[src/rtl/mem_port_arbiter.sv]
// Purpose : arbitrates the shared 512x8 big-endian RAM between instruction fetch (IF)
//           and the data path (D) using a MOV/MOC handshake.
// Latency : MOC is high in cycle N+1 after the accepting edge (N = 1/2/4 bytes), or in
//           cycle 1 after accept on an error.
// Backpressure : a requester holds MOV and its operands until its MOC pulse; the port
//                that is not granted waits until the arbiter returns to IDLE.
// Ports:
//   clk, reset             processor clock, synchronous active-high reset
//   if_mov/if_addr         fetch request (always a word read)
//   if_data/if_moc/if_err  fetch result, completion pulse, error flag
//   d_mov/d_rw/d_size/d_addr/d_din   data request (rw 1 = read, size 00/01/10)
//   d_dout/d_moc/d_err     data result (right-aligned), completion pulse, error flag
//   busy                   high whenever the sequencer is not idle
//   ram_addr/ram_rdata/ram_wdata/ram_we   byte-wide RAM port (combinational read)
module mem_port_arbiter #(
  parameter int MEM_BYTES = 512,
  parameter int ADDR_W    = 9
) (
  input  logic              clk,
  input  logic              reset,
  input  logic              if_mov,
  input  logic [31:0]       if_addr,
  output logic [31:0]       if_data,
  output logic              if_moc,
  output logic              if_err,
  input  logic              d_mov,
  input  logic              d_rw,
  input  logic [1:0]        d_size,
  input  logic [31:0]       d_addr,
  input  logic [31:0]       d_din,
  output logic [31:0]       d_dout,
  output logic              d_moc,
  output logic              d_err,
  output logic              busy,
  output logic [ADDR_W-1:0] ram_addr,
  input  logic [7:0]        ram_rdata,
  output logic [7:0]        ram_wdata,
  output logic              ram_we
);

  typedef enum logic [1:0] {
    S_IDLE = 2'd0,
    S_XFER = 2'd1,
    S_DONE = 2'd2
  } state_t;

  localparam logic [32:0] MEM_LIMIT = 33'(MEM_BYTES);

  state_t state_q, state_d;

  // Transaction context, captured at the accepting edge.
  logic              gnt_if_q, gnt_if_d;     // 1 = IF owns the current transaction
  logic              last_if_q, last_if_d;   // 1 = most recent grant went to IF
  logic [ADDR_W-1:0] addr_q, addr_d;
  logic              rw_q, rw_d;             // 1 = read
  logic [2:0]        n_q, n_d;               // bytes in the access: 1, 2 or 4
  logic [2:0]        k_q, k_d;               // current beat
  logic [31:0]       din_q, din_d;
  logic [23:0]       acc_q, acc_d;           // bytes read so far, newest in the low byte
  logic              err_q, err_d;
  logic [31:0]       if_data_q, if_data_d;
  logic [31:0]       d_dout_q, d_dout_d;

  // ---------------------------------------------------------------------------
  // Request selection and error classification
  // ---------------------------------------------------------------------------
  logic        any_req;
  logic        take_if;
  logic [31:0] req_addr;
  logic [1:0]  req_size;
  logic        req_rw;
  logic [2:0]  req_n;
  logic [32:0] req_last;
  logic        req_err;

  always_comb begin
    any_req  = if_mov | d_mov;
    // On a tie the port that did not win last time is served.
    take_if  = if_mov & (~d_mov | ~last_if_q);
    req_addr = take_if ? if_addr : d_addr;
    req_size = take_if ? 2'b10   : d_size;
    req_rw   = take_if ? 1'b1    : d_rw;
    case (req_size)
      2'b00:   req_n = 3'd1;
      2'b01:   req_n = 3'd2;
      default: req_n = 3'd4;
    endcase
    // One extra bit so that addresses near 2^32 cannot wrap into range.
    req_last = {1'b0, req_addr} + {30'd0, req_n} - 33'd1;
    req_err  = (req_size == 2'b11)
             | ((req_size == 2'b01) & req_addr[0])
             | ((req_size == 2'b10) & (req_addr[1:0] != 2'b00))
             | (req_last >= MEM_LIMIT);
  end

  // ---------------------------------------------------------------------------
  // Beat helpers
  // ---------------------------------------------------------------------------
  logic        last_beat;
  logic [31:0] rd_word;
  logic [1:0]  byte_sel;
  logic [7:0]  wr_byte;

  always_comb begin
    last_beat = (k_q == n_q - 3'd1);
    // Shifting each byte in from the right leaves the result big-endian and
    // right-aligned with zero fill, because acc_q starts cleared.
    rd_word   = {acc_q, ram_rdata};
    // Beat k carries the byte at lane N-1-k of the right-aligned write data.
    byte_sel  = 2'(n_q - 3'd1 - k_q);
    wr_byte   = din_q[{byte_sel, 3'b000} +: 8];
  end

  // ---------------------------------------------------------------------------
  // FSM: state register
  // ---------------------------------------------------------------------------
  always_ff @(posedge clk) begin
    if (reset) begin
      state_q <= S_IDLE;
    end else begin
      state_q <= state_d;
    end
  end

  // ---------------------------------------------------------------------------
  // FSM: next state
  // ---------------------------------------------------------------------------
  always_comb begin
    state_d = state_q;
    case (state_q)
      S_IDLE: begin
        if (any_req) begin
          state_d = req_err ? S_DONE : S_XFER;
        end
      end
      S_XFER: begin
        if (last_beat) begin
          state_d = S_DONE;
        end
      end
      S_DONE:  state_d = S_IDLE;
      default: state_d = S_IDLE;
    endcase
  end

  // ---------------------------------------------------------------------------
  // FSM: outputs
  // ---------------------------------------------------------------------------
  // Everything is forced low while reset is high so that a reset landing in a
  // write beat suppresses that beat's RAM write on the same edge.
  always_comb begin
    if_moc    = 1'b0;
    if_err    = 1'b0;
    d_moc     = 1'b0;
    d_err     = 1'b0;
    busy      = 1'b0;
    ram_addr  = '0;
    ram_wdata = 8'h00;
    ram_we    = 1'b0;
    if (!reset) begin
      busy = (state_q != S_IDLE);
      case (state_q)
        S_XFER: begin
          ram_addr = addr_q + ADDR_W'(k_q);
          if (!rw_q) begin
            ram_we    = 1'b1;
            ram_wdata = wr_byte;
          end
        end
        S_DONE: begin
          if_moc = gnt_if_q;
          if_err = gnt_if_q & err_q;
          d_moc  = ~gnt_if_q;
          d_err  = ~gnt_if_q & err_q;
        end
        default: ;
      endcase
    end
  end

  assign if_data = if_data_q;
  assign d_dout  = d_dout_q;

  // ---------------------------------------------------------------------------
  // Datapath: next values
  // ---------------------------------------------------------------------------
  always_comb begin
    gnt_if_d  = gnt_if_q;
    last_if_d = last_if_q;
    addr_d    = addr_q;
    rw_d      = rw_q;
    n_d       = n_q;
    k_d       = k_q;
    din_d     = din_q;
    acc_d     = acc_q;
    err_d     = err_q;
    if_data_d = if_data_q;
    d_dout_d  = d_dout_q;
    case (state_q)
      S_IDLE: begin
        if (any_req) begin
          gnt_if_d  = take_if;
          last_if_d = take_if;
          addr_d    = req_addr[ADDR_W-1:0];
          rw_d      = req_rw;
          n_d       = req_n;
          k_d       = 3'd0;
          din_d     = take_if ? 32'd0 : d_din;
          acc_d     = 24'd0;
          err_d     = req_err;
        end
      end
      S_XFER: begin
        k_d = k_q + 3'd1;
        if (rw_q) begin
          acc_d = rd_word[23:0];
          // Publish on the edge that enters DONE; errors never reach here, so
          // a failed access leaves the port's data output untouched.
          if (last_beat) begin
            if (gnt_if_q) begin
              if_data_d = rd_word;
            end else begin
              d_dout_d = rd_word;
            end
          end
        end
      end
      default: ;
    endcase
  end

  // ---------------------------------------------------------------------------
  // Datapath: registers
  // ---------------------------------------------------------------------------
  always_ff @(posedge clk) begin
    if (reset) begin
      gnt_if_q  <= 1'b0;
      last_if_q <= 1'b0;  // last grant = D, so IF wins the first tie
      addr_q    <= '0;
      rw_q      <= 1'b0;
      n_q       <= 3'd0;
      k_q       <= 3'd0;
      din_q     <= 32'd0;
      acc_q     <= 24'd0;
      err_q     <= 1'b0;
      if_data_q <= 32'd0;
      d_dout_q  <= 32'd0;
    end else begin
      gnt_if_q  <= gnt_if_d;
      last_if_q <= last_if_d;
      addr_q    <= addr_d;
      rw_q      <= rw_d;
      n_q       <= n_d;
      k_q       <= k_d;
      din_q     <= din_d;
      acc_q     <= acc_d;
      err_q     <= err_d;
      if_data_q <= if_data_d;
      d_dout_q  <= d_dout_d;
    end
  end

endmodule

[config.mk]
export PLATFORM = sky130hd
export DESIGN_NAME = mem_port_arbiter
export DESIGN_NICKNAME = d
export VERILOG_FILES = /design/src/rtl/mem_port_arbiter.sv
export SDC_FILE = /design/constraint.sdc
export NUM_CORES = 1
export LEC_CHECK = 0
export CORE_ASPECT_RATIO = 1.5
export CORE_MARGIN = 10
export CORE_UTILIZATION = 40
export CTS_CLUSTER_DIAMETER = 120
export DETAILED_ROUTE_END_ITERATION = 10
export PLACE_DENSITY = 0.65
export SLEW_MARGIN = 15
export SYNTH_ARGS = -nofsm -noshare
export SYNTH_HDL_FRONTEND = slang
export SYNTH_SLANG_ARGS = --single-unit
[constraint.sdc]
create_clock -name clk -period 14.15 [get_ports clk]
set_input_delay 1.415 -clock clk [delete_from_list [all_inputs] [get_ports clk]]
set_output_delay 1.415 -clock clk [all_outputs]
set_load 0.02 [all_outputs]
==> run summary, run 1 <==
The run gives 0 as the number of routed nets with antenna violations. In this run the vertical extent of the chip is 193 µm. Cells with a size suffix above 1 make up 6.45% of the layout.

The tools report the total nets after synthesis as 1,144. Via count of the first global-routing pass: 7,646. Headroom to the max-slew limit came out at 27.8%. Area growth from synthesis to final layout: 33.4%. The row count was 63.

The number of distinct library cells after synthesis is 77, and the number of cells traversed by the worst register-to-register path is 18. The tools report the clock latency at the later pin of the worst-skew pair as 0.42 ns. Combinational cells account for 26.0% of the total power. The run gives 198 as the number of top-level pins. The final number of max-transition violations came out at 0.

The count of H-tree levels built during CTS was 4; the per-cell via count in the routed design was 5.50. Setup violations remaining at the end of the flow were counted as 0. The number of buffers added on ports came out at 197. The library cell used most frequently in the layout, excluding fill and tap cells, is sky130_fd_sc_hd__clkdlybuf4s50_1. In this run the most critical hold path is launched from d_dout[10]. For this design the ratio of total power to cell area is 108 nW/µm². Cell at the root of the clock tree: sky130_fd_sc_hd__clkbuf_16.

Global routing used 19.8% of the available tracks. The classification of the worst-slack hold path was reg2reg. Grouping stages by cell kind, the critical path spends the most delay in compound AO/OA/AOI/OAI gates. The logs give 1,391 for the number of placed cells counting well taps and 17 for the number of clock buffers inserted by TritonCTS. In the final design database the tool counted 1,303 nets. The flow ran to the end, and the final reports show no timing, DRC or antenna violations. Across the run, the number of max-cap violations was 0. The tools report the startpoint of the most critical register-to-register path as last_if_q.

The weighted congestion reported at the end of routability-driven placement is 0.988, and the clock period minus worst slack is 6.23 ns. The number of register bits inferred by synthesis is 140, and the proportion of synthesized chip area in sequential cells is 35.3%. TritonCTS built the clock tree. The worst hold path terminates at d_dout[10]. Across all register-to-register paths, the minimum setup slack is 9.02 ns. The routed via count was 7,833.

The critical path is of the in2reg type. No sink is reached through more buffers than the 2 on the longest clock path. The cell with the biggest individual delay on the critical path was sky130_fd_sc_hd__or4b_1. The maximum clock frequency came out at 0.160 GHz.

Data on the critical path arrives at its endpoint at 6.46 ns. Of the total power, the share spent switching nets is 33.0%. For this run, the leading register cell type out of synthesis is sky130_fd_sc_hd__dfxtp_1. The run gives 2 as the initial antenna violation count. In this run the power spent charging and discharging nets is 378 µW. The number of synthesis warnings was 0; the detailed-route wire length per cell was 18.8 µm. The number of hold buffers added after CTS was 0.

The number of DRC markers in iteration 0 came out at 515. Counting flops with an async set or reset pin after synthesis yields a share of 0%. The sum of overflow across all layers after global routing came out at 0. STA classifies the critical path startpoint as a primary input.

The total clock sinks is 140. The hold-critical path depth is 2, and the top fanout value on the critical path is 38. In this run the critical register-to-register path is captured at err_q. Once the clock tree was built, the resizer swapped 0 gates to a different size. The final critical path takes up 44.0% of the cycle. For this run, design rule violations remaining after detail routing come to 0.

The final clock skew was 0.0195 ns. The pre-antenna-repair detailed-routing pass consisted of 5 iterations. Walking the worst path, the cells encountered are clkdlybuf4s50_1 -> a21boi_4 -> buf_4 -> mux2i_1 -> ha_1 -> inv_1 -> ha_1 -> inv_1 -> fa_1 -> nand2b_1 -> a21oi_1 -> a2bb2oi_1 -> a21oi_1 -> o311ai_1 -> xor2_1 -> or4b_1 -> nor4_2 -> a311oi_1.

The clock network burns 37.5% of the power. The first global-routing pass estimated 41,100 µm of wire. The post-route non-filler standard cell count is 1,425.

Averaged over all synthesized cells, the footprint is 8.02 µm². The static leakage is 0.00400 µW, and the setup TNS is 0 ns. The starting density of the core is 40.5%, and the number of enable flip-flop cells after synthesis is 0. Entering global routing, the biggest net connects 74 pins. In this design, the stage delay of the slowest critical-path cell is 0.55 ns.

The tools report the total core area as 19,600 µm². The aggregate routed wire length is 26,800 µm. Setup repair after global routing left no endpoint under its margin.

The die covers 26,000 µm². The mapped cell area is 7950 µm². At the worst endpoint, the required time is 14.38 ns. After clock tree synthesis, the clock-pin slew on the worst setup and hold paths is 0.06 ns. The transition time of the tightest slew-check pin works out to 1.08 ns. In the layout the commonest cells are sky130_fd_sc_hd__clkdlybuf4s50_1 (196), sky130_fd_sc_hd__nand2_1 (167), sky130_fd_sc_hd__dfxtp_1 (140). Synthesis handed over a netlist of 991 instances.

The worst setup path is captured at a flip-flop. Count of endpoints failing hold in the final timing report: 0. The number of buffers and inverters on the critical path is 4.

The tools report the count of buffers added by post-CTS timing repair for setup as 0. The total internal power was 768 µW; the fraction of power consumed by sequential logic was 36.5%. The die is 135 µm wide. The peak supply drop was 0.0886 mV; the half-perimeter wire length after placement was 20,600 µm.
-- cells in the mapped netlist (all sizes together) (3+ instances only) --
master | count | area (µm²)
o31ai | 5 | 37.5
a31oi | 7 | 43.8
o21a | 10 | 76.3
o22ai | 4 | 25.0
a2bb2oi | 3 | 26.3
a21o | 11 | 82.6
a22oi | 57 | 428
nor2b | 8 | 50.1
or3 | 6 | 37.5
nand2 | 168 | 633
o21ai | 22 | 118
buf | 20 | 133
mux2i | 34 | 340
nand2b | 4 | 25.0
a311oi | 3 | 32.5
o21bai | 3 | 22.5
inv | 49 | 184
clkbuf | 46 | 173
o211ai | 9 | 67.6
xor2 | 8 | 70.1
a21boi | 3 | 22.5
nor3 | 8 | 40.0
nor2 | 99 | 372
xnor2 | 13 | 114
and3 | 5 | 37.5
and2 | 14 | 87.6
o311ai | 3 | 26.3
mux4 | 8 | 180
nand4 | 10 | 62.6
nand3 | 12 | 60.1
dfxtp | 140 | 2800
ha | 40 | 500
nor4 | 4 | 37.5
a21oi | 106 | 553
a211oi | 14 | 105
-- logic make-up (layout without fill, tap and decap cells) --
kind of cell             after synthesis  count (layout)  share of synthesized area (%)
AO/OA/AOI/OAI                        279             279                           23.3
buffers and inverters                115             287                           6.16
XOR/XNOR                              21              21                           2.31
AND/OR/NAND/NOR                      351             351                           19.5
adder cells (fa/ha/maj)               42              42                           6.80
flip-flops                           140             140                           35.3
other                                  0               2                              0
multiplexers                          43              43                           6.69
-- how the worst max path moves through the flow --
stage | start | endpoint | slack (ns) | cells past startpoint
detailed placement | if_mov | err_q | 7.47 | 18
floorplan | if_mov | err_q | 8.42 | 18
global route | if_mov | err_q | 7.53 | 18
finish | if_mov | err_q | 7.92 | 18
CTS | if_mov | err_q | 7.89 | 18
global placement | if_mov | err_q | 7.64 | 18
-- per-layer routing --
metal,vias to the layer above,share of wire (%),global-route usage (%)
met5,-,0,0
met3,61,4.8,3.39
met1,3692,37,20.2
met4,0,4.6,10.9
li1,3824,-,-
met2,256,54,37.1
-- flip-flops by register name, indices dropped and copies added (netlist names) --
name / cells
d_dout: 32
din_q: 32
if_data: 32
acc_q: 24
addr_q: 9
k_q: 3
n_q: 3
state_q: 2
err_q: 1
last_if_q: 1
rw_q: 1
-- power by group through the flow --
stage	clock [µW]	combinational (µW)	sequential, µW
global placement	0	293	427
finish	430	298	418
detailed placement	0	294	427
global route	457	326	420
floorplan	0	208	422
CTS	439	296	418
-- final cells by class --
type | count | area, µm²
inverters | 49 | 184
well taps | 260 | 325
clock buffers | 18 | 439
fillers | 1856 | 9030
diodes | 2 | 5.00
multi-input cells | 736 | 4680
flip-flops and latches | 140 | 2800
repair buffers | 206 | 2040
clock inverters | 14 | 128
-- stage by stage --
| stage | total power [µW] | instance area (µm²) | util, % | hold slack [ns] | setup slack (ns) |
|---|---|---|---|---|---|
| after floorplan | 630 | 7950 | - | 0.436 | 8.42 |
| after global placement | 720 | 10000 | 51.1 | 0.441 | 7.64 |
| after detailed placement | 721 | 10000 | 51.1 | 0.446 | 7.47 |
| after CTS | 1150 | 10600 | 54.0 | 0.455 | 7.89 |
| after global routing | 1200 | 10600 | 54.0 | 0.468 | 7.53 |
| final | 1150 | 10600 | 54.0 | 0.452 | 7.92 |
-- tightest hold or removal path, cell delays in order (launching register included) --
cell and delay, ns:
sky130_fd_sc_hd__dfxtp_1 0.30, sky130_fd_sc_hd__nand2_1 0.05, sky130_fd_sc_hd__a21oi_1 0.05
(Power assumes the default switching activity.)
==> inputs of run 2 (changes only) <==
==> constraint.sdc (replaced) <==
create_clock -name clk -period 6 [get_ports clk]
set_input_delay 0.6 -clock clk [delete_from_list [all_inputs] [get_ports clk]]
set_output_delay 0.6 -clock clk [all_outputs]
set_load 0.02 [all_outputs]
==> run summary, run 2 (synthesized netlist as in run 1, its figures left out) <==
Summing over every cut layer, the via total after detailed routing is 7,706. The cell at the root of the clock tree is sky130_fd_sc_hd__clkbuf_16. For the number of buffers inserted by hold repair at cts, the log shows 0.

Setup repair after global routing left no endpoint under its margin. Initial antenna violation count: 1. Wires add up to 27,300 µm.

The run gives 0 ns as the setup TNS. Dividing the detail-routed wire length by the instance count gives 19.1 µm. The critical path data arrival time came out at 5.55 ns.

For this run, the post-layout net count is 1,307. The final clock skew was 0.00984 ns; the row count was 63. The library cells used most frequently in the layout, excluding fill and tap cells, are sky130_fd_sc_hd__clkdlybuf4s50_1 (196), sky130_fd_sc_hd__nand2_1 (167), sky130_fd_sc_hd__dfxtp_1 (140). In this run the vertical extent of the chip is 193 µm. The area growth from synthesis to final layout was 34.1%; the area enclosed by the die boundary was 26,000 µm². The final number of max-transition violations was 0; the clock-pin slew on the worst setup and hold paths was 0.06 ns.

For the total core area, the log shows 19,600 µm². The static leakage came out at 0.00404 µW. The H-tree generated during clock tree synthesis spans 4 levels. Max-cap violations in this run came to 0. Timing would allow up to 0.189 GHz. For the finished layout, the period the worst path requires is 5.30 ns. The total of cells resized after clock tree synthesis is 0. The clock latency at the later pin of the worst-skew pair came out at 0.42 ns. Kind of critical path: in2reg.

Sum of overflow across all layers after global routing: 0. The half-perimeter wire length after placement is 21,500 µm. The count of buffers added by post-CTS timing repair for setup came out at 0. For the number of endpoints failing setup at the final stage, the log shows 0. The clock passes through at most 2 buffers. Of all nets on the critical path, the largest fanout is 11. For the power consumption, the log shows 2760 µW. The most common library cell in the layout ignoring fill and taps was sky130_fd_sc_hd__clkdlybuf4s50_1. Summing all multi-input logic gate instances after layout gives 4680 µm². The run gives 7,808 as the via count of the first global-routing pass. TritonCTS built the clock tree.

Pin count of the biggest net entering global routing: 84. The detail route stage leaves a number of antenna-violating nets equal to 0. For the residual DRC count, the log shows 0. The min-delay analysis places its worst path in the category reg2reg. Counting the buffers created by CTS gives 17.

The tools report the number of DRC markers in iteration 0 as 542. The run finished with clean final reports. In the final layout, flip-flops and latches occupy 2800 µm². In the routed layout, each cell is associated on average with a via count of 5.40.

For the overall routing resource usage, the log shows 20.9%. The number of search-and-repair iterations in the first detailed-routing pass is 5. Fill cells in the final layout number 1,848. The first global-routing pass estimated 43,000 µm of wire. The final worst-path cycle share was 88.3%.

The tools report the peak supply drop as 0.154 mV. The tools report the headroom to the max-slew limit as 34.0%. Pin placement for this block handled 198 I/O pins. Share of cells above drive strength 1: 6.77%.

The worst setup path is captured at a flip-flop. The element type at the critical path start is a primary input. The tools report the smallest hold slack as 0.453 ns. The count of endpoints failing hold in the final timing report was 0. The transition time of the tightest slew-check pin works out to 0.983 ns. Counting every sink on the clock net gives 140.

The required time at the endpoint of the critical path came out at 6.25 ns. For this design the ratio of total power to cell area is 259 nW/µm². Routability-driven placement finished with a final weighted congestion of 1.03. Die outline width: 135 µm. The initial utilization of the core area, before any placement, comes to 40.5%. Port buffering added 197 buffers.
run 2: critical path, cell delays in order:
cell and delay (ns):
sky130_fd_sc_hd__clkdlybuf4s50_1 0.55, sky130_fd_sc_hd__a21boi_4 0.47, sky130_fd_sc_hd__buf_4 0.28, sky130_fd_sc_hd__mux2i_1 0.28, sky130_fd_sc_hd__ha_1 0.30, sky130_fd_sc_hd__fa_1 0.41
sky130_fd_sc_hd__nand2b_1 0.14, sky130_fd_sc_hd__a21oi_1 0.25, sky130_fd_sc_hd__a2bb2oi_1 0.36, sky130_fd_sc_hd__a21oi_1 0.23, sky130_fd_sc_hd__o311ai_1 0.46, sky130_fd_sc_hd__xor2_1 0.11
sky130_fd_sc_hd__or4b_1 0.56, sky130_fd_sc_hd__nor4_2 0.40, sky130_fd_sc_hd__a311oi_1 0.15
run 2: layout make-up:
cell class	instances	area share (%)
well taps	260	3.05
clock inverters	15	1.61
multi-input cells	736	43.9
repair buffers	210	19.4
diodes	1	0.0235
inverters	49	1.73
clock buffers	17	3.99
flip-flops and latches	140	26.3
run 2: path summary, 6_finish.rpt:
path         slack, ns       from  depth (start not counted)        end
max               0.70     if_mov                         15      err_q
min               0.45  d_dout[3]                          2  d_dout[3]
max reg2reg       0.97  last_if_q                         14      err_q
min reg2reg       0.45  d_dout[3]                          2  d_dout[3]
run 2: metal layers:
| metal | share of wire, % | up-vias | GRT usage [%] | wire length (µm) |
|---|---|---|---|---|
| li1 | - | 3824 | - | - |
| met4 | 4.2 | 0 | 10.2 | 1140 |
| met2 | 56 | 253 | 41.3 | 15300 |
| met1 | 35 | 3572 | 20.4 | 9500 |
| met3 | 4.8 | 57 | 3.15 | 1320 |
| met5 | 0 | - | 0 | 0 |
run 2: power by group:
| group | internal, µW | switching (µW) | total (µW) |
|---|---|---|---|
| Clock | 596 | 460 | 1060 |
| Sequential | 960 | 23.1 | 983 |
| Combinational | 297 | 419 | 715 |
run 2: stage by stage:
stage	std cells	setup WS, ns	util (%)	instance area (µm²)
after floorplan	991	1.09	-	7950
after global placement	1395	0.384	51.2	10100
after detailed placement	1395	0.251	51.2	10100
after CTS	1427	0.707	54.3	10700
after global routing	1428	0.316	54.3	10700
final	1428	0.700	54.3	10700
